--- src/rtl/step_relay_pkg.sv ---
// Shared encodings for the step_relay node: FSM states, bus instruction
// codes and arithmetic operation selects.
package step_relay_pkg;

    typedef enum logic [1:0] {
        ST_IDLE    = 2'b00,
        ST_HOLD    = 2'b01,
        ST_SEND    = 2'b10,
        ST_RELEASE = 2'b11
    } state_e;

    localparam logic [1:0] INSTR_IDLE  = 2'b00;
    localparam logic [1:0] INSTR_WRITE = 2'b10;

    localparam logic [1:0] OP_ADD = 2'b00;
    localparam logic [1:0] OP_SUB = 2'b01;

endpackage

--- src/rtl/bin27.sv ---
// Hex nibble to seven-segment decoder; active-high segments, bit 0 = a .. bit 6 = g.
module bin27 (
    input  logic [3:0] bin,
    output logic [6:0] seg
);

    always_comb begin
        seg = 7'h00;
        case (bin)
            4'h0:    seg = 7'h3F;
            4'h1:    seg = 7'h06;
            4'h2:    seg = 7'h5B;
            4'h3:    seg = 7'h4F;
            4'h4:    seg = 7'h66;
            4'h5:    seg = 7'h6D;
            4'h6:    seg = 7'h7D;
            4'h7:    seg = 7'h07;
            4'h8:    seg = 7'h7F;
            4'h9:    seg = 7'h6F;
            4'hA:    seg = 7'h77;
            4'hB:    seg = 7'h7C;
            4'hC:    seg = 7'h39;
            4'hD:    seg = 7'h5E;
            4'hE:    seg = 7'h79;
            4'hF:    seg = 7'h71;
            default: seg = 7'h00;
        endcase
    end

endmodule

--- src/rtl/relay_fifo.sv ---
// Receive queue for step_relay: synchronous FIFO with registered full/empty
// flags; pushes while full and pops while empty are ignored.
module relay_fifo #(
    parameter int DATA_W     = 8,
    parameter int FIFO_DEPTH = 4
) (
    input  logic              clk,
    input  logic              reset,
    input  logic              push,
    input  logic [DATA_W-1:0] push_data,
    input  logic              pop,
    output logic [DATA_W-1:0] pop_data,
    output logic              full,
    output logic              empty
);

    localparam int PTR_W = $clog2(FIFO_DEPTH);
    localparam int CNT_W = PTR_W + 1;

    logic [DATA_W-1:0] mem_q [FIFO_DEPTH];
    logic [PTR_W-1:0]  wr_ptr_q, wr_ptr_d;
    logic [PTR_W-1:0]  rd_ptr_q, rd_ptr_d;
    logic [CNT_W-1:0]  count_q, count_d;
    logic              full_q, full_d;
    logic              empty_q, empty_d;
    logic              push_ok_s;
    logic              pop_ok_s;

    always_comb begin
        push_ok_s = push & ~full_q;
        pop_ok_s  = pop & ~empty_q;
        wr_ptr_d  = wr_ptr_q;
        rd_ptr_d  = rd_ptr_q;
        count_d   = count_q;
        if (push_ok_s) begin
            wr_ptr_d = wr_ptr_q + PTR_W'(1);
        end else begin
            wr_ptr_d = wr_ptr_q;
        end
        if (pop_ok_s) begin
            rd_ptr_d = rd_ptr_q + PTR_W'(1);
        end else begin
            rd_ptr_d = rd_ptr_q;
        end
        if (push_ok_s && !pop_ok_s) begin
            count_d = count_q + CNT_W'(1);
        end else if (pop_ok_s && !push_ok_s) begin
            count_d = count_q - CNT_W'(1);
        end else begin
            count_d = count_q;
        end
        full_d  = (count_d == CNT_W'(FIFO_DEPTH));
        empty_d = (count_d == CNT_W'(0));
    end

    always_ff @(posedge clk or posedge reset) begin
        if (reset) begin
            wr_ptr_q <= '0;
            rd_ptr_q <= '0;
            count_q  <= '0;
            full_q   <= 1'b0;
            empty_q  <= 1'b1;
        end else begin
            wr_ptr_q <= wr_ptr_d;
            rd_ptr_q <= rd_ptr_d;
            count_q  <= count_d;
            full_q   <= full_d;
            empty_q  <= empty_d;
        end
    end

    // Storage needs no reset: occupancy is tracked by the pointers and count.
    always_ff @(posedge clk) begin
        if (push_ok_s) begin
            mem_q[wr_ptr_q] <= push_data;
        end
    end

    assign pop_data = mem_q[rd_ptr_q];
    assign full     = full_q;
    assign empty    = empty_q;

endmodule

--- src/rtl/step_relay.sv ---
// Bus relay node: queues slave words, displays and holds each, applies an
// add/subtract/pass step and returns the result through the master port.
module step_relay
    import step_relay_pkg::*;
#(
    parameter int DATA_W      = 8,
    parameter int DELAY_COUNT = 20,
    parameter int FIFO_DEPTH  = 4
) (
    input  logic                      clk,
    input  logic                      reset,
    output logic [7*(DATA_W/4)-1:0]   seg,
    input  logic                      button,
    input  logic                      mode_en,
    input  logic [1:0]                op_sel,
    input  logic [3:0]                step,
    input  logic [DATA_W-1:0]         sw_data,
    input  logic                      m_tx_done,
    output logic [DATA_W-1:0]         m_data_out,
    output logic [1:0]                m_instruction,
    input  logic [DATA_W-1:0]         s_data,
    input  logic                      s_write_en_in,
    output logic                      fifo_full,
    output logic [7:0]                drop_count
);

    localparam int NDIG  = DATA_W / 4;
    localparam int CNT_W = $clog2(DELAY_COUNT + 1);

    state_e            state_q, state_d;
    logic [CNT_W-1:0]  cnt_q, cnt_d;
    logic [DATA_W-1:0] disp_q, disp_d;
    logic [DATA_W-1:0] data_q, data_d;
    logic [1:0]        instr_q, instr_d;
    logic [7:0]        drop_q, drop_d;
    logic [DATA_W-1:0] result_s;
    logic [DATA_W-1:0] fifo_head_s;
    logic              fifo_push_s;
    logic              fifo_pop_s;
    logic              fifo_full_s;
    logic              fifo_empty_s;

    assign fifo_push_s = s_write_en_in & mode_en;

    relay_fifo #(
        .DATA_W     (DATA_W),
        .FIFO_DEPTH (FIFO_DEPTH)
    ) u_fifo (
        .clk       (clk),
        .reset     (reset),
        .push      (fifo_push_s),
        .push_data (s_data),
        .pop       (fifo_pop_s),
        .pop_data  (fifo_head_s),
        .full      (fifo_full_s),
        .empty     (fifo_empty_s)
    );

    // Full is judged before any same-cycle pop, so such a write still drops.
    always_comb begin
        drop_d = drop_q;
        if (fifo_push_s && fifo_full_s && (drop_q != 8'hFF)) begin
            drop_d = drop_q + 8'd1;
        end else begin
            drop_d = drop_q;
        end
    end

    always_comb begin
        result_s = disp_q;
        case (op_sel)
            OP_ADD:  result_s = disp_q + DATA_W'(step);
            OP_SUB:  result_s = disp_q - DATA_W'(step);
            default: result_s = disp_q;
        endcase
    end

    always_comb begin
        state_d    = state_q;
        cnt_d      = cnt_q;
        disp_d     = disp_q;
        data_d     = data_q;
        instr_d    = instr_q;
        fifo_pop_s = 1'b0;
        case (state_q)
            ST_IDLE: begin
                cnt_d = '0;
                if (!fifo_empty_s) begin
                    fifo_pop_s = 1'b1;
                    disp_d     = fifo_head_s;
                    state_d    = ST_HOLD;
                end else if (button && mode_en) begin
                    disp_d  = sw_data;
                    data_d  = sw_data;
                    instr_d = INSTR_WRITE;
                    state_d = ST_SEND;
                end else begin
                    state_d = ST_IDLE;
                end
            end
            ST_HOLD: begin
                if (cnt_q == CNT_W'(DELAY_COUNT - 1)) begin
                    cnt_d   = '0;
                    disp_d  = result_s;
                    data_d  = result_s;
                    instr_d = INSTR_WRITE;
                    state_d = ST_SEND;
                end else begin
                    cnt_d = cnt_q + CNT_W'(1);
                end
            end
            ST_SEND: begin
                if (m_tx_done) begin
                    instr_d = INSTR_IDLE;
                    state_d = ST_RELEASE;
                end else begin
                    instr_d = INSTR_WRITE;
                end
            end
            ST_RELEASE: begin
                instr_d = INSTR_IDLE;
                state_d = ST_IDLE;
            end
            default: begin
                instr_d = INSTR_IDLE;
                state_d = ST_IDLE;
            end
        endcase
    end

    always_ff @(posedge clk or posedge reset) begin
        if (reset) begin
            state_q <= ST_IDLE;
            cnt_q   <= '0;
            disp_q  <= '0;
            data_q  <= '0;
            instr_q <= INSTR_IDLE;
            drop_q  <= 8'd0;
        end else begin
            state_q <= state_d;
            cnt_q   <= cnt_d;
            disp_q  <= disp_d;
            data_q  <= data_d;
            instr_q <= instr_d;
            drop_q  <= drop_d;
        end
    end

    for (genvar k = 0; k < NDIG; k++) begin : g_digit
        bin27 u_bin27 (
            .bin (disp_q[4*k +: 4]),
            .seg (seg[7*k +: 7])
        );
    end

    assign m_data_out    = data_q;
    assign m_instruction = instr_q;
    assign fifo_full     = fifo_full_s;
    assign drop_count    = drop_q;

endmodule

--- config.mk ---
export PLATFORM = sky130hd
export DESIGN_NAME = step_relay
export DESIGN_NICKNAME = d
export VERILOG_FILES = /design/src/rtl/step_relay_pkg.sv /design/src/rtl/bin27.sv /design/src/rtl/relay_fifo.sv /design/src/rtl/step_relay.sv
export SDC_FILE = /design/constraint.sdc
export NUM_CORES = 1
export LEC_CHECK = 0
export ABC_AREA = 1
export BUFFER_PORTS_ARGS = -buffer_cell sky130_fd_sc_hd__buf_4
export CAP_MARGIN = 20
export CORE_MARGIN = 5
export CORE_UTILIZATION = 30
export CTS_BUF_LIST = sky130_fd_sc_hd__clkbuf_16
export CTS_CLUSTER_SIZE = 30
export DETAILED_ROUTE_END_ITERATION = 8
export SYNTH_ARGS = -nofsm -noshare
export SYNTH_HDL_FRONTEND = slang
export SYNTH_HIERARCHICAL = 1
export SYNTH_SLANG_ARGS = --single-unit
--- constraint.sdc ---
create_clock -name clk -period 2.24 [get_ports clk]
set_input_delay 0.224 -clock clk [delete_from_list [all_inputs] [get_ports clk]]
set_output_delay 0.224 -clock clk [all_outputs]
set_load 0.05 [all_outputs]
==> summary.md <==
| Metric | Value |
|---|---|
| Largest stage delay on the critical path | between 0.5 and 0.6 ns |
| Initial antenna violation count | 0 |
| N_diodes | 0 |
| Final WS setup | about 0.19 ns |
| Detailed-router iteration count before antenna repair | 5 |
| H-tree depth | 3 |
| Clock Tree Root | clkbuf_16 |
| Via count | approximately 3700 |
| Crit path capture type | output port |
| Initial Utilization | between 30% and 40% |
| Yosys reg bits | 73 |
| Worst-path clk slew | ~0.060 ns |
| Highest routed layer | met4 |
| Nets | 715 |
| Worst Path Required | a little over 2 ns |
| EDFF count, synth | 32 |
| Drt drc | 0 |
| Routed length on met3 | between 400 and 500 µm |
| Hold slack | 0.08389 ns |
| Sw Ratio | between 50 and 60% |
| PwrDens | about 1600 mW/mm² |
| Class of the worst hold path | primary input to flop |
| First-pass GRT wire length | ~17000 µm |
| CP startpoint kind | flop |
| Sequential Power Share | between 20% and 30% |
| Period utilization | 91.52% |
| Mean routed wirelength per cell | between 10 and 15 µm |
| Internal power | approximately 4.5 mW |
| Die Wd | 135.2 µm |
| M1 wire length | 5019 µm |
| Gr usage total | 11.77% |
| Syn. warnings | 6 |
| Post-synth ARST share | a little under three fifths |
| Layout cells sized above 1 | 20.03% |
| Max-Cap Viols | 0 |
| Status | finished, final reports clean |
| Maximum vdd drop | around 0.73 mV |
| Setup TNS | 0 ns |
| Setup violators final | 0 |
| Largest net degree at the start of global routing | 33 |
| Net Count, Synth | ~650 |
| Syn Area/Cell | about 8 µm² |
| Gate power share | ~60% |
| Antenna-violating nets left | 0 |
| Synth area leader | dfrtp_1 |
| Die Y | 135.2 µm |
| Ys flop type | dfrtp_1 |
| Synth Instances | about 580 |
| Worst Path Max Fanout | 9 |
| Setup Skew | 0.01008 ns |
| CP Class | flop to output port |
| Net switching power | 4.565 mW |
| Place WS | around 0.034 ns |
| Port bufs | between 50 and 60 |
| Dpl hpwl | ~7900 µm |
| Vias/cell | around 4.3 |
| Syn Std Cell Area | between 0.004 and 0.005 mm² |
| RSZ-0062 raised after global routing | no |
| CTS Buffer Depth | 2 |
| Critical Path AT | around 1.8 ns |
| Iter 0 DRT Violations | ~120 |
| Register area share after synthesis | 42.27% |
| Top cell by count, worst path | nand2_1 |
| Clock share of power | ~17% |
| Die area | between 0.015 and 0.02 mm² |
| Final max-slew violation count | 0 |
| CTS tree | done |
| Gpl congestion | between 0.8 and 0.9 |
| Leakage | roughly 2.8 nW |
| GRT overflow | 0 |
| Area Overhead vs Synth | 22.24% |
| I/O pin cnt | just over 60 |
| Synth cell types | 43 |
| WL final | 10590 µm |
| Fillers | around 1600 |
| Post-CTS setup buffer count | 0 |
| Clock buffer count from CTS | 9 |
| Synth top area share | between 20% and 30% |
| FP Rows | 45 |
| CORE AREA | approximately 0.015 mm² |
| Crit path cell chain | inv_1 > ha_1 > nand2_1 > o21ai_0 > nand2_1 > nand2_1 > buf_4 |
| Min Tclk post-route | 2.050 ns |
| Fmax | 0.4878 GHz |
| Met2 WL | 5041 µm |
| Hold Vio Cnt, Final | 0 |
| Top area cells in the synthesized netlist | dfrtp_1, edfxtp_1, nand2_1, ha_1, nor2_1 |
| CTS Sinks | between 70 and 80 |
| CP max-delay cell | dfrtp_1 |
| Vias in the first global route | between 3000 and 4000 |
| Clk Latency, worst-skew pair | 0.34 ns |
## cells by family after synthesis
group | synth area share (%)
flip-flops | 42.27
XOR/XNOR | 2.980
AO/OA/AOI/OAI | 10.77
other | 0.07973
AND/OR/NAND/NOR | 25.57
buffers and inverters | 8.061
adder cells (fa/ha/maj) | 10.27
## metrics by stage
stage	instance area, µm²	cells	total power, mW	utilization (%)
floorplan	4703	579	6.235	-
global placement	5413	848	7.546	35.34
detailed placement	5413	848	7.584	35.34
CTS	5749	865	9.215	37.54
global route	5749	865	9.847	37.54
finish	5749	865	9.114	37.54
## worst max-delay path, delay by kind of cell, from the launching register on
family | cells | cell delay [ns]
DFF | 1 | 0.55
buffers and inverters | 2 | 0.35
adders and majority gates | 1 | 0.30
and+or+nand+nor | 3 | 0.19
AOI/OAI and AO/OA | 1 | 0.09
## synth_stat cells, types with 2 or more instances
cell        n
a21boi_2    4
a21oi_1    18
a31oi_1     4
buf_2       4
buf_4       2
buf_6       3
clkbuf_1    3
dfrtp_1    40
edfxtp_1   32
ha_1       37
inv_1      63
inv_2      10
inv_4       2
nand2_1   140
nand2_2    11
nand2_4     4
nand3_1    25
nand3_2     2
nand3b_1    2
nor2_1     77
nor2_2      4
nor3_1      2
o211ai_1    4
o21ai_0    38
o21ai_2     2
o22ai_1    10
or2_1       6
xnor2_1     7
xor2_1      9
## repair_timing
action,in CTS,in global routing
hold buffers,1,0
resized for setup,0,0
endpoints found under the hold margin,8,0
## placed cells by master, fill, tap and decap left out, drive strengths merged, types with 2 or more instances in the layout
cell      n
nor2     82
a31oi     4
bufinv    2
nand3    28
o21ai    42
a21oi    19
a21boi    4
clkbuf    9
nor3      2
xor2      9
ha       37
inv      79
edfxtp   32
or2       7
clkinv    3
nand2   155
o211ai    4
buf      70
xnor2     7
o22ai    10
dfrtp    40
nand3b    2
## routing by layer
layer,GRT usage (%),vias up
li1,-,1992
met1,15.21,1665
met2,19.88,54
met3,2.749,9
met4,3.024,0
met5,0,-
## flip-flops by register name, summed over array words and instances, names as in the netlist
name	flops
u_fifo/wr_ptr_q	2
u_fifo/rd_ptr_q	2
state_q	2
disp_q	8
m_instruction	1
u_fifo/full	1
u_fifo/count_q	3
cnt_q	5
u_fifo/mem_q	32
m_data_out	8
u_fifo/empty	1
drop_count	8
## path summary, 6_finish.rpt
check	from	endpoint	slack, ns	cells past startpoint
worst max-delay path	disp_q[5]	seg[10]	0.19	7
worst min-delay path	s_data[4]	u_fifo/mem_q[3][4]	0.08	1
worst max register to register	disp_q[0]	disp_q[4]	0.31	10
worst min register to register	m_data_out[1]	m_data_out[1]	0.49	2
max in group asynchronous	reset	cnt_q[0]	1.37	4
min in group asynchronous	reset	u_fifo/wr_ptr_q[0]	0.42	3
## power groups by stage
stage / combinational [mW] / sequential [mW] / clock (mW)
global route: 5.96 / 2.21 / 1.67
floorplan: 3.80 / 2.44 / 0
finish: 5.38 / 2.15 / 1.59
global placement: 5.36 / 2.18 / 0
CTS: 5.43 / 2.16 / 1.62
detailed placement: 5.40 / 2.18 / 0
## final cells by class
class | instances | area [µm²] | share of cell area, %
clock buffer | 9 | 225.2 | 3.917
clock inverter | 7 | 101.3 | 1.763
inverter | 77 | 299.0 | 5.201
multi-input combinational | 417 | 2336 | 40.63
sequential | 73 | 1988 | 34.58
tap | 211 | 264.0 | 4.592
timing repair buffer | 71 | 535.5 | 9.314
(Power assumes the default switching activity.)
